<file path="src/rtl/ctrl_pkg.sv">
// Shared types and encodings for the multicycle control sequencer.
package ctrl_pkg;

  // One state per datapath phase; FAULT is terminal until reset.
  typedef enum logic [3:0] {
    ST_IDLE,
    ST_FETCH,
    ST_DECODE,
    ST_EXEC_I,
    ST_EXEC_R,
    ST_MEM_ADR,
    ST_MEM_RD,
    ST_MEM_WR,
    ST_WB_ALU,
    ST_WB_MEM,
    ST_BRANCH,
    ST_FAULT
  } state_t;

  // Opcode field values.
  localparam logic [1:0] OP_ALUI = 2'b00;
  localparam logic [1:0] OP_MEM  = 2'b01;
  localparam logic [1:0] OP_REG  = 2'b10;
  localparam logic [1:0] OP_ALT  = 2'b11;

  // ALU B-operand mux.
  localparam logic [1:0] ALUSRC_B_RS2  = 2'b00;
  localparam logic [1:0] ALUSRC_B_IMM  = 2'b01;
  localparam logic [1:0] ALUSRC_B_FOUR = 2'b10;

  // Writeback mux.
  localparam logic [1:0] REGSRC_ALUI = 2'b00;
  localparam logic [1:0] REGSRC_MEM  = 2'b01;
  localparam logic [1:0] REGSRC_REG  = 2'b10;
  localparam logic [1:0] REGSRC_ALT  = 2'b11;

  // Immediate formats.
  localparam logic [1:0] IMM_I   = 2'b00;
  localparam logic [1:0] IMM_S   = 2'b01;
  localparam logic [1:0] IMM_R   = 2'b10;
  localparam logic [1:0] IMM_ALT = 2'b11;

  // Wait counter width; covers timeouts up to 1023 cycles.
  localparam int WAIT_W = 10;

  // States that hold a memory request open until mem_ready.
  function automatic logic is_mem_wait(input state_t s);
    return (s == ST_FETCH) || (s == ST_MEM_RD) || (s == ST_MEM_WR);
  endfunction

endpackage

</file>
<file path="src/rtl/mem_wait_timer.sv">
// Counts cycles a memory request has been left waiting and flags the
// cycle on which one more idle cycle would reach the timeout.
module mem_wait_timer
  import ctrl_pkg::*;
#(
  parameter int MEM_TIMEOUT = 255
) (
  input  logic clk,
  input  logic rst_n,
  input  logic clear_i,
  input  logic count_en_i,
  output logic expired_o
);

  localparam logic [WAIT_W-1:0] LAST_WAIT = WAIT_W'(MEM_TIMEOUT - 1);

  logic [WAIT_W-1:0] count_q;
  logic [WAIT_W-1:0] count_d;

  // Clear has priority; otherwise advance once per unanswered cycle.
  always_comb begin
    count_d = count_q;
    if (clear_i) begin
      count_d = '0;
    end else if (count_en_i) begin
      count_d = count_q + WAIT_W'(1);
    end
  end

  // Counter register.
  always_ff @(posedge clk or negedge rst_n) begin
    if (!rst_n) begin
      count_q <= '0;
    end else begin
      count_q <= count_d;
    end
  end

  // This unanswered cycle is the MEM_TIMEOUT-th one.
  assign expired_o = count_en_i && (count_q == LAST_WAIT);

endmodule

</file>
<file path="src/rtl/multicycle_control_fsm.sv">
// Multicycle sequencer: walks the shared datapath through fetch, decode,
// execute, memory and writeback, one instruction at a time.
module multicycle_control_fsm
  import ctrl_pkg::*;
#(
  parameter int RET_W       = 16,
  parameter int MEM_TIMEOUT = 255
) (
  input  logic             clk,
  input  logic             rst_n,
  input  logic             halt,
  input  logic [1:0]       op,
  input  logic             funct5,
  input  logic             funct0,
  input  logic             zero,
  input  logic             mem_ready,
  output logic             mem_req,
  output logic             memw,
  output logic             adr_src,
  output logic             ir_write,
  output logic             pc_write,
  output logic             pc_src,
  output logic             regw,
  output logic             alusrc_a,
  output logic [1:0]       alusrc_b,
  output logic [1:0]       immsrc,
  output logic [1:0]       regsrc,
  output logic             alu_op,
  output logic             busy,
  output logic             fault,
  output logic [RET_W-1:0] retired
);

  state_t           state_q;
  state_t           state_d;
  logic [RET_W-1:0] retired_q;
  logic [RET_W-1:0] retired_d;
  logic             retire;
  logic             timer_count;
  logic             timer_expired;

  // Count only while a request is open and unanswered; any other cycle
  // (including the handshake cycle) leaves the counter at zero for the
  // next wait state.
  assign timer_count = is_mem_wait(state_q) && !mem_ready;

  mem_wait_timer #(
    .MEM_TIMEOUT(MEM_TIMEOUT)
  ) u_wait_timer (
    .clk       (clk),
    .rst_n     (rst_n),
    .clear_i   (!timer_count),
    .count_en_i(timer_count),
    .expired_o (timer_expired)
  );

  // Next-state and control decode; outputs depend on state_q only, except
  // the fetch-completion and branch pc_write pulses.
  always_comb begin
    state_d   = state_q;
    retired_d = retired_q;
    retire    = 1'b0;
    mem_req   = 1'b0;
    memw      = 1'b0;
    adr_src   = 1'b0;
    ir_write  = 1'b0;
    pc_write  = 1'b0;
    pc_src    = 1'b0;
    regw      = 1'b0;
    alusrc_a  = 1'b0;
    alusrc_b  = ALUSRC_B_RS2;
    immsrc    = IMM_I;
    regsrc    = REGSRC_ALUI;
    alu_op    = 1'b0;
    fault     = 1'b0;

    case (state_q)
      ST_IDLE: begin
        if (!halt) state_d = ST_FETCH;
      end
      ST_FETCH: begin
        mem_req  = 1'b1;
        alusrc_b = ALUSRC_B_FOUR;
        if (mem_ready) begin
          ir_write = 1'b1;
          pc_write = 1'b1;
          state_d  = ST_DECODE;
        end else if (timer_expired) begin
          state_d = ST_FAULT;
        end
      end
      ST_DECODE: begin
        case (op)
          OP_ALUI: state_d = ST_EXEC_I;
          OP_MEM:  state_d = ST_MEM_ADR;
          OP_REG:  state_d = funct0 ? ST_BRANCH : ST_EXEC_R;
          default: state_d = ST_EXEC_R;
        endcase
      end
      ST_EXEC_I: begin
        alusrc_a = 1'b1;
        alusrc_b = ALUSRC_B_IMM;
        immsrc   = IMM_I;
        state_d  = ST_WB_ALU;
      end
      ST_EXEC_R: begin
        alusrc_a = 1'b1;
        alusrc_b = ALUSRC_B_RS2;
        alu_op   = 1'b1;
        immsrc   = (op == OP_ALT) ? IMM_ALT : IMM_R;
        state_d  = ST_WB_ALU;
      end
      ST_MEM_ADR: begin
        alusrc_a = 1'b1;
        alusrc_b = ALUSRC_B_IMM;
        immsrc   = IMM_S;
        state_d  = funct5 ? ST_MEM_RD : ST_MEM_WR;
      end
      ST_MEM_RD: begin
        mem_req = 1'b1;
        adr_src = 1'b1;
        if (mem_ready) begin
          state_d = ST_WB_MEM;
        end else if (timer_expired) begin
          state_d = ST_FAULT;
        end
      end
      ST_MEM_WR: begin
        mem_req = 1'b1;
        memw    = 1'b1;
        adr_src = 1'b1;
        if (mem_ready) begin
          retire = 1'b1;
        end else if (timer_expired) begin
          state_d = ST_FAULT;
        end
      end
      ST_WB_ALU: begin
        regw   = 1'b1;
        regsrc = op[1] ? (op[0] ? REGSRC_ALT : REGSRC_REG) : REGSRC_ALUI;
        retire = 1'b1;
      end
      ST_WB_MEM: begin
        regw   = 1'b1;
        regsrc = REGSRC_MEM;
        retire = 1'b1;
      end
      ST_BRANCH: begin
        alusrc_a = 1'b1;
        alusrc_b = ALUSRC_B_RS2;
        alu_op   = 1'b1;
        pc_src   = 1'b1;
        pc_write = zero;
        retire   = 1'b1;
      end
      ST_FAULT: begin
        fault = 1'b1;
      end
      default: begin
        state_d = ST_IDLE;
      end
    endcase

    // Retirement is the instruction boundary where halt is honoured.
    if (retire) begin
      retired_d = retired_q + RET_W'(1);
      state_d   = halt ? ST_IDLE : ST_FETCH;
    end
  end

  // State and retire counter registers.
  always_ff @(posedge clk or negedge rst_n) begin
    if (!rst_n) begin
      state_q   <= ST_IDLE;
      retired_q <= '0;
    end else begin
      state_q   <= state_d;
      retired_q <= retired_d;
    end
  end

  assign busy    = (state_q != ST_IDLE) && (state_q != ST_FAULT);
  assign retired = retired_q;

endmodule

</file>
<file path="config.mk">
export PLATFORM = sky130hd
export DESIGN_NAME = multicycle_control_fsm
export DESIGN_NICKNAME = d
export VERILOG_FILES = /design/src/rtl/ctrl_pkg.sv /design/src/rtl/mem_wait_timer.sv /design/src/rtl/multicycle_control_fsm.sv
export SDC_FILE = /design/constraint.sdc
export NUM_CORES = 1
export LEC_CHECK = 0
export CORE_MARGIN = 2
export CORE_UTILIZATION = 40
export CTS_BUF_LIST = sky130_fd_sc_hd__clkbuf_8 sky130_fd_sc_hd__clkbuf_16
export DETAILED_ROUTE_END_ITERATION = 12
export PLACE_DENSITY = 0.69
export SETUP_SLACK_MARGIN = 0.4
export SLEW_MARGIN = 20
export SYNTH_ARGS = -nofsm -noshare
export SYNTH_HDL_FRONTEND = slang
export SYNTH_SLANG_ARGS = --single-unit
</file>
<file path="constraint.sdc">
create_clock -name clk -period 2.53 [get_ports clk]
set_clock_uncertainty 0.2 [all_clocks]
set_input_delay 0.3795 -clock clk [delete_from_list [all_inputs] [get_ports clk]]
set_output_delay 0.3795 -clock clk [all_outputs]
set_load 0.02 [all_outputs]
</file>
---- Word-level counts from Yosys, hierarchy flattened ----
Index checks and enable logic that the tools add are counted.
operators by class
  reduce and logical (&&, ||, !) cells .... 19
  add/sub/neg operators ................... 2
  equal/unequal tests ..................... 19
  multiplexer cells ....................... 30
operator list
  kind                     count
  $pmux W4 S8              1
  $mux W4                  7
  $add A16 B1 Y16 const B  1
  $eq A4 B3 Y1 const B     4
  $eq A4 B4 Y1 const B     4
  $mux W1                  14
  $pmux W2 S2              3
  $pmux W4 S3              1
  $add A10 B1 Y10 const B  1
  $eq A10 B8 Y1 const B    1
  $mux W10                 1
  $reduce_or A2 Y1         5
  $eq A4 B2 Y1 const B     2
  $reduce_or A4 Y1         2
  $ne A3 B3 Y1 const B     2
  $reduce_or A3 Y1         2
  $eq A2 B2 Y1 const B     2
  $eq A4 B1 Y1 const B     1
  $logic_not A4 Y1         1
  $ne A4 B4 Y1 const B     1
  $pmux W1 S2              2
  $reduce_bool A4 Y1       1
  $logic_and A1 B1 Y1      3
  $reduce_and A3 Y1        1
  6 further kinds          7
storage, ports and cells
  word-level logic and storage cells ...... 73
  flip-flop bits (word level) ............. 30
  input bits .............................. 9
  output and inout port bits .............. 33

---- Longest topological paths before layout ----
Gate-level depths: netlist of the first run.
  word-level depth ........................ 9
  gate-level depth with buffers ........... 6

---- Hierarchy ----
From an unflattened synthesis of the first run, not the netlist that was laid out.
second synthesis, totals
  cell total of the unflattened synthesis .. 199
  area, all modules ....................... 1,868.0 um^2
modules (own cells, without submodules)
  module                  cells each  times used  area an instance (um^2)
  multicycle_control_fsm  146         1           1,342.5
  mem_wait_timer          53          1           525.5

---- Worst setup path before layout of the first run ----
OpenSTA, ideal clock, no wires.
  path type ............................... register to output
  from .................................... register state_q[0]
  to ...................................... output port pc_write
  data required time ...................... 1,951 ps
  buffers on the path ..................... 1
  data arrival time ....................... 1,691 ps
  slack ................................... 259 ps
  stages on the path, launching flop included .. 6
  path through ............................ dfrtp_1 > buf_4 > or3b_4 > nor2_1 > and2_1 > a21o_1
on the way
  longest elaborated chain between the ends .. 2
  elaborated cells on any way between the ends .. 3
  those cells by class .................... eq/ne (2); mux (1)
ends and longest elaborated chain
  what                                          RTL line                       RTL
  from (decl)                                   multicycle_control_fsm.sv:34   state_t state_q;
  from (signal assigned)                        multicycle_control_fsm.sv:177  state_q <= state_d;
  $eq A4 B4 Y1 or $eq A4 B1 Y1 (tied branches)  multicycle_control_fsm.sv:77   case (state_q)
  $pmux W1 S2 *                                 multicycle_control_fsm.sv:77
  to (decl)                                     multicycle_control_fsm.sv:21   output logic pc_write,
Mark *: on every way between the ends. The rest lies on a longest branch, timed or not.

---- Worst setup path after layout of the first run ----
  from .................................... register state_q[2]
  to ...................................... output port pc_write
Same word-level chain as after synthesis.

==> results of run 1 <==
## how the worst max path moves through the flow
stage | cells past startpoint | slack (ns) | endpoint | startpoint
2_1_floorplan | 5 | 0.42 | pc_write | state_q[0]$_DFFE_PN0P_
3_3_place_gp | 4 | 0.16 | immsrc[0] | op[1]
3_5_place_dp | 5 | 0.14 | pc_write | state_q[2]$_DFFE_PN0P_
4_1_cts | 5 | 0.20 | pc_write | state_q[2]$_DFFE_PN0P_
5_1_grt | 5 | 0.32 | pc_write | state_q[2]$_DFFE_PN0P_
6_report | 5 | 0.38 | pc_write | state_q[2]$_DFFE_PN0P_
## cells in the final DEF, fill, tap and decap left out, types with 3 or more instances in the layout
master,instances
nand2b_1,4
dlygate4sd2_1,5
dfrtp_1,28
xnor2_1,12
and3_1,3
nand2_1,13
clkbuf_8,6
nand4_1,6
inv_1,7
xor2_1,12
buf_2,7
nor3_1,7
nand3_1,10
o21ai_0,3
clkbuf_2,4
ha_1,3
nor2_1,26
buf_4,12
clkdlybuf4s50_1,24
a21oi_1,6
## cell usage after synthesis, drive strengths merged, types with 2 or more instances
| cell | instances | area [µm²] |
|---|---|---|
| nand3 | 10 | 50.05 |
| a211o | 2 | 17.52 |
| nor3b | 2 | 15.01 |
| o21ai | 3 | 15.01 |
| dfrtp | 30 | 750.7 |
| a41oi | 2 | 17.52 |
| o211ai | 2 | 15.01 |
| xnor2 | 12 | 105.1 |
| inv | 6 | 22.52 |
| nand4 | 7 | 50.05 |
| a32o | 2 | 20.02 |
| or3 | 3 | 23.77 |
| a21oi | 6 | 30.03 |
| a21o | 2 | 15.01 |
| and2 | 2 | 12.51 |
| clkbuf | 4 | 15.01 |
| buf | 6 | 31.28 |
| nor2 | 28 | 105.1 |
| nor3 | 8 | 40.04 |
| nand2 | 13 | 48.80 |
| a31oi | 2 | 12.51 |
| xor2 | 12 | 105.1 |
| and3 | 3 | 18.77 |
| ha | 3 | 37.54 |
| nand2b | 7 | 51.30 |
## report_power, final
part           switching (W)  internal (W)
logic               0.000663      0.000528
registers          0.0000851      0.000550
clock network       0.000174      0.000215
total               0.000922       0.00129
## state kept, by name (all words and copies together) (netlist names)
register,count
u_wait_timer.count_q,10
state_q,4
retired,16
## metrics by stage
step / std cells / cell area (µm²) / utilization
after floorplan: 195 / 1827 / -
after global placement: 286 / 2316 / 0.5319
after detailed placement: 286 / 2316 / 0.5319
after CTS: 296 / 2405 / 0.5523
after global routing: 299 / 2432 / 0.5586
final: 299 / 2432 / 0.5586
## kinds of logic (layout without fill, tap and decap cells)
kind of cell / Yosys count / after routing / synth area share
and+or+nand+nor: 91 / 91 / 0.2741
xor gates and xnor gates: 24 / 24 / 0.1157
DFF: 30 / 30 / 0.4132
buffers and inverters: 16 / 68 / 0.03788
adders and majority gates: 3 / 3 / 0.02066
AOI/OAI and AO/OA: 30 / 30 / 0.1322
muxes: 1 / 1 / 0.006198
## layout make-up
type	count	area, µm²
Timing Repair Buffer	54	451.7
Sequential cell	30	753.2
Fill cell	398	1922
Inverter	6	22.52
Multi-Input combinational cell	149	1049
Tap cell	52	65.06
Clock buffer	6	82.58
Clock inverter	2	8.758
## layer usage
metal | share of wire | wire length, µm
met1 | 0.47 | 1919
met2 | 0.48 | 1972
met3 | 0.042 | 174
met4 | 0.0097 | 40
met5 | 0 | 0
## what timing repair did
| item | in CTS | in global routing |
|---|---|---|
| gates resized for setup | 44 | 25 |
| endpoints found under the hold margin | 0 | 0 |
| endpoints found under the setup margin | 18 | 14 |
| hold buffers | 0 | 0 |
| setup buffers | 2 | 3 |
==> out/qor.csv, run 1 <==
stage;metric;value;unit
floorplanning;row_count;24;
worst_setup_path;r2r_cells;6;
timing;period_share;0.8487;
floorplanning;io-pin-count;42;
clocking;clkSinkCount;30;
timing;rsz0062_at_grt;yes;
route;drc;0;
synthesis;yosys_register_bits;30;
timing;fin_ws;0.3827;ns
timing;final-hold-violation-count;0;
power;max-vdd-ir-drop;0.0004333;V
global_route;top_usage_layer;met2;
worst_setup_path;setup.worst_path.start_class;flip-flop;
clocking;clockRootBuffer;clkbuf_8;
global_route;met2_usage;0.2613;
synthesis;synth.distinct_cells;48;
floorplanning;coreArea;0.004354;mm²
worst_setup_path;cp_slowest_cell;dfrtp_2;
place;dp_hpwl;2.926;mm
synthesis;avgSynthCellArea;9.317;µm²
route;vias_per_cell;5.378;
worst_setup_path;critPathMaxStageDelay;0.43;ns
place;io_buffers;41;
worst_setup_path;required;1.95;ns
global_route;grt_pass1_vias;1472;
global_route;antenna_found_initial;0;
timing;hold_slack;0.2628;ns
timing;tightest_slew;0.4553;ns
worst_setup_path;cp_top_family;simple AND/OR/NAND/NOR gates;
clocking;htree_levels;2;
synthesis;seq_area_frac_synth;0.4132;
synthesis;syn_area;0.001817;mm²
global_route;grt_max_degree;31;
route;routed_wl;4.106;mm
synthesis;syn_inst;195;
timing;setup_viol;0;
floorplanning;die_w;71.40;µm
clocking;cts_tree;built;
worst_hold_path;hp-start;retired[15]$_DFFE_PN0P_;
global_route;track_usage;0.1669;
route;num_vias;1608;
route;drtIter0Drc;107;
worst_setup_path;endpoint_kind;output pin;
power;p_per_area;910.4;mW/mm²
layout;n_antenna_cell;0;
place;dpl_worst_slack;0.1425;ns
floorplanning;initial_core_util;0.4172;
worst_setup_path;r2r_end;state_q[2]$_DFFE_PN0P_;
worst_setup_path;cp.arrival;1.57;ns
worst_setup_path;crit_type;reg -> out;
worst_setup_path;path_cells;or3b_4 > nor2_4 > and2_2 > a21o_1 > buf_4;
timing;relSlewSlack;0.6926;
synthesis;synth_edf_count;0;
floorplanning;die-area;0.005097;mm²
worst_setup_path;ff2ff_setup_slack;0.55;ns
layout;drive_above_1_share;0.2105;
worst_setup_path;reg2reg_from;u_wait_timer.count_q[0]$_DFF_PN0_;
layout;synthToLayoutAreaGrowth;33.88;%
route;drtPass1Iterations;4;
synthesis;yosys_most_used_dff;dfrtp_1;
synthesis;syn-num-nets;207;
synthesis;async_flop_share;1.000;
route;routedWlPerCell;13.73;µm
run;maxCapViolations;0;
timing;maxSlewViolCount;0;
worst_setup_path;cp_max_fo;6;
synthesis;synth_warnings;0;
worst_setup_path;crit_buf_inv;1;
place;gp_congestion;0.7733;
global_route;met1_usage;0.2299;
timing;tns;0;ns
worst_hold_path;hp-class;reg -> reg;
timing;fmax;0.4657;GHz
clocking;cts_buffer_depth;2;
global_route;grt_overflow;0;
run_status;status;complete, no violations;
floorplanning;die_h;71.40;µm
timing;min_period;2.147;ns
route;final_antenna_net_count;0;
global_route;grt_first_pass_wirelength;6.782;mm
layout;fin_nets;258;
power;p_leak;1.151;nW
clocking;numCtsBuffers;5;
global_route;met3_usage;0.03657;
clocking;clock_latency;0.28;ns
worst_hold_path;whs_endpoint;retired[15]$_DFFE_PN0P_;
clocking;clk_pin_slew_worst_paths;0.06;ns
power;finalPower;0.002214;W
worst_hold_path;hold_depth;1;
Note: power is estimated with default switching activity, not from simulation.
==> inputs of run 2 (changes only) <==
==> constraint.sdc (replaced) <==
create_clock -name clk -period 2.1 [get_ports clk]
set_clock_uncertainty 0.2 [all_clocks]
set_input_delay 0.315 -clock clk [delete_from_list [all_inputs] [get_ports clk]]
set_output_delay 0.315 -clock clk [all_outputs]
set_load 0.02 [all_outputs]
==> run 2 against run 1 <==
Die area stayed put. Cell area is 26% higher. Setup slack got worse by 0.32 ns. Worst hold slack worse by 0.055 ns. Clock power increased by 39%. First-iteration DRC count down 6.5%. Global-route usage up 3.9 points. Critical path depth did not move. Sequential share of layout area is 6.3 points lower. Non-clock buffer count grew 39. Critical endpoint unchanged. Largest cell class unchanged.
==> out/qor.csv, run 2 (same netlist as run 1, synthesis figures left out) <==
stage;metric;value;unit;change
route;final_antenna_net_count;0;;unchanged
timing;relSlewSlack;0.6947;;+0.002105
power;p_sw;0.001477;W;+60%
place;dpl_cell_area;0.002537;mm²;+9.6%
worst_setup_path;cp.arrival;1.53;ns;-0.04 ns
power;swShare;0.3985;;-0.01768
worst_setup_path;ff2ff_setup_slack;0.06;ns;-0.49 ns
floorplanning;die_w;71.40;µm;unchanged
power;clkPwrFrac;0.146;;-0.030
route;drtIter0Drc;100;;-6.5%
layout;n_antenna_cell;0;;unchanged
layout;drive_above_1_share;0.4739;;+0.2633
layout;fin_area;0.003077;mm²;+26%
route;drc;0;;unchanged
layout;nFillCells;313;;-21%
route;vias_per_cell;5.307;;-1.3%
layout;final_cell_mix;buf_4 (38), buf_6 (26), dfrtp_1 (24);;
route;routed_wl;5.245;mm;+28%
timing;min_period;2.040;ns;
power;p_per_area;1205;mW/mm²;+32%
clocking;cts_buffer_depth;2;;unchanged
worst_hold_path;hp-class;in -> async;;
route;routedWlPerCell;15.47;µm;+13%
global_route;track_usage;0.2055;;+0.03866
power;finalPower;0.003707;W;+67%
floorplanning;initial_core_util;0.4172;;unchanged
power;pwr-share-seq;0.199;;-0.088
clocking;clkSinkCount;30;;unchanged
clocking;ctsHoldBuffers;0;;unchanged
layout;utilization;0.7066;;+0.1480
floorplanning;coreArea;0.004354;mm²;unchanged
global_route;grt_first_pass_wirelength;8.300;mm;+22%
floorplanning;die-area;0.005097;mm²;unchanged
place;dp_hpwl;3.179;mm;+8.7%
route;num_vias;1799;;+12%
power;p_leak;1.507;nW;+31%
route;drtPass1Iterations;4;;unchanged
clocking;htree_levels;2;;unchanged
timing;final-hold-violation-count;0;;unchanged
global_route;antenna_found_initial;0;;unchanged
clocking;clk_pin_slew_worst_paths;0.07;ns;about the same
clocking;clockRootBuffer;clkbuf_8;;
layout;multi_input_area;0.001277;mm²;+22%
clocking;clock_latency;0.28;ns;about the same
worst_setup_path;cp_max_fo;3;;-3
timing;fmax;0.4901;GHz;
timing;maxSlewViolCount;0;;unchanged
worst_setup_path;required;1.58;ns;-0.37 ns
clocking;cts_tree;built;;
global_route;grt_pass1_vias;1782;;+21%
layout;seq_area;758.2;µm²;+0.66%
layout;fin_nets;298;;+16%
power;combPwrFrac;0.655;;+0.117
worst_setup_path;setup.worst_path.start_class;flip-flop;;
layout;synthToLayoutAreaGrowth;69.35;%;
power;p_int;0.002230;W;+73%
run_status;status;complete, no violations;;
global_route;grt_overflow;0;;unchanged
power;max-vdd-ir-drop;0.0007760;V;+79%
timing;setup_viol;0;;unchanged
layout;largest_register_ff_count;16;;unchanged
floorplanning;row_count;24;;unchanged
worst_setup_path;crit_type;reg -> out;;
timing;tightest_slew;0.4566;ns;+0.001342 ns
run;maxCapViolations;0;;unchanged
layout;final_common_cell;buf_4;;
floorplanning;io-pin-count;42;;unchanged
global_route;grt_max_degree;31;;unchanged
timing;period_share;0.9715;;
timing;rsz0062_at_grt;yes;;
place;gp_congestion;0.8581;;+11%
floorplanning;die_h;71.40;µm;unchanged
clocking;numCtsBuffers;5;;unchanged
worst_setup_path;endpoint_kind;output pin;;
place;io_buffers;41;;unchanged
[run 2: cell count changes in the layout (fill, tap and decap cells not counted), sizes merged]
| cell | change |
|---|---|
| a22oi | +1 |
| clkbuf | -2 |
| inv | -1 |
| buf | +48 |
| clkdlybuf4s50 | -16 |
| clkinv | -1 |
| dlygate4sd2 | +11 |
[run 2: final timing paths]
check / depth (start not counted) / start / end
min in group clk: 1 / retired[15]$_DFFE_PN0P_ / retired[15]$_DFFE_PN0P_
max in group asynchronous: 2 / rst_n / retired[3]$_DFFE_PN0P_
worst min register to register: 1 / retired[15]$_DFFE_PN0P_ / retired[15]$_DFFE_PN0P_
worst max-delay path: 5 / state_q[2]$_DFFE_PN0P_ / pc_write
worst max register to register: 7 / state_q[2]$_DFFE_PN0P_ / state_q[1]$_DFFE_PN0P_
worst min-delay path: 2 / rst_n / retired[9]$_DFFE_PN0P_
[run 2: stage by stage]
step	setup slack, ns	std cells	TNS [ns]	hold WS [ns]
finish	0.05980	339	0	0.2081
global route	0.004350	339	0	0.2398
CTS	0.06228	328	0	0.2256
detailed placement	-0.1086	307	-0.4857	0.2661
global placement	-0.09430	307	-0.3447	0.2558
floorplan	0.1775	195	0	-0.1806
[run 2: power by group through the flow]
stage          logic (W)  registers [W]  clock network (W)
4_1_cts          0.00216       0.000732           0.000550
6_report         0.00243       0.000739           0.000542
5_1_grt          0.00256       0.000751           0.000581
2_1_floorplan   0.000987       0.000794                  0
3_3_place_gp     0.00176       0.000738                  0
3_5_place_dp     0.00177       0.000743                  0
[run 2: area by class of cell]
| class | instances | share of cell area |
|---|---|---|
| clock buffer | 8 | 0.03579 |
| multi-input combinational | 150 | 0.4152 |
| inverter | 6 | 0.007320 |
| timing repair buffer | 93 | 0.2741 |
| sequential | 30 | 0.2464 |
| tap | 52 | 0.02115 |
[run 2: what timing repair did]
action / in CTS / in global routing
resized for setup: 151 / 21
pin swaps: 26 / 11
buffers inserted: 12 / 10
setup endpoints to repair: 63 / 47
cloned: 1 / 1
[run 2: critical path, stage by stage, from the launching register on]
cell     delay [ns]
dfrtp_1        0.38
or3b_4         0.43
nor2_4         0.09
and2_4         0.14
a21o_1         0.09
buf_6          0.11
[run 2: per-layer routing]
layer	vias up	wire length [µm]	GRT usage
met3	9	169	0.04641
met2	38	2697	0.3447
met1	877	2305	0.2717
met5	-	0	0
li1	875	-	-
met4	0	72	0.04822
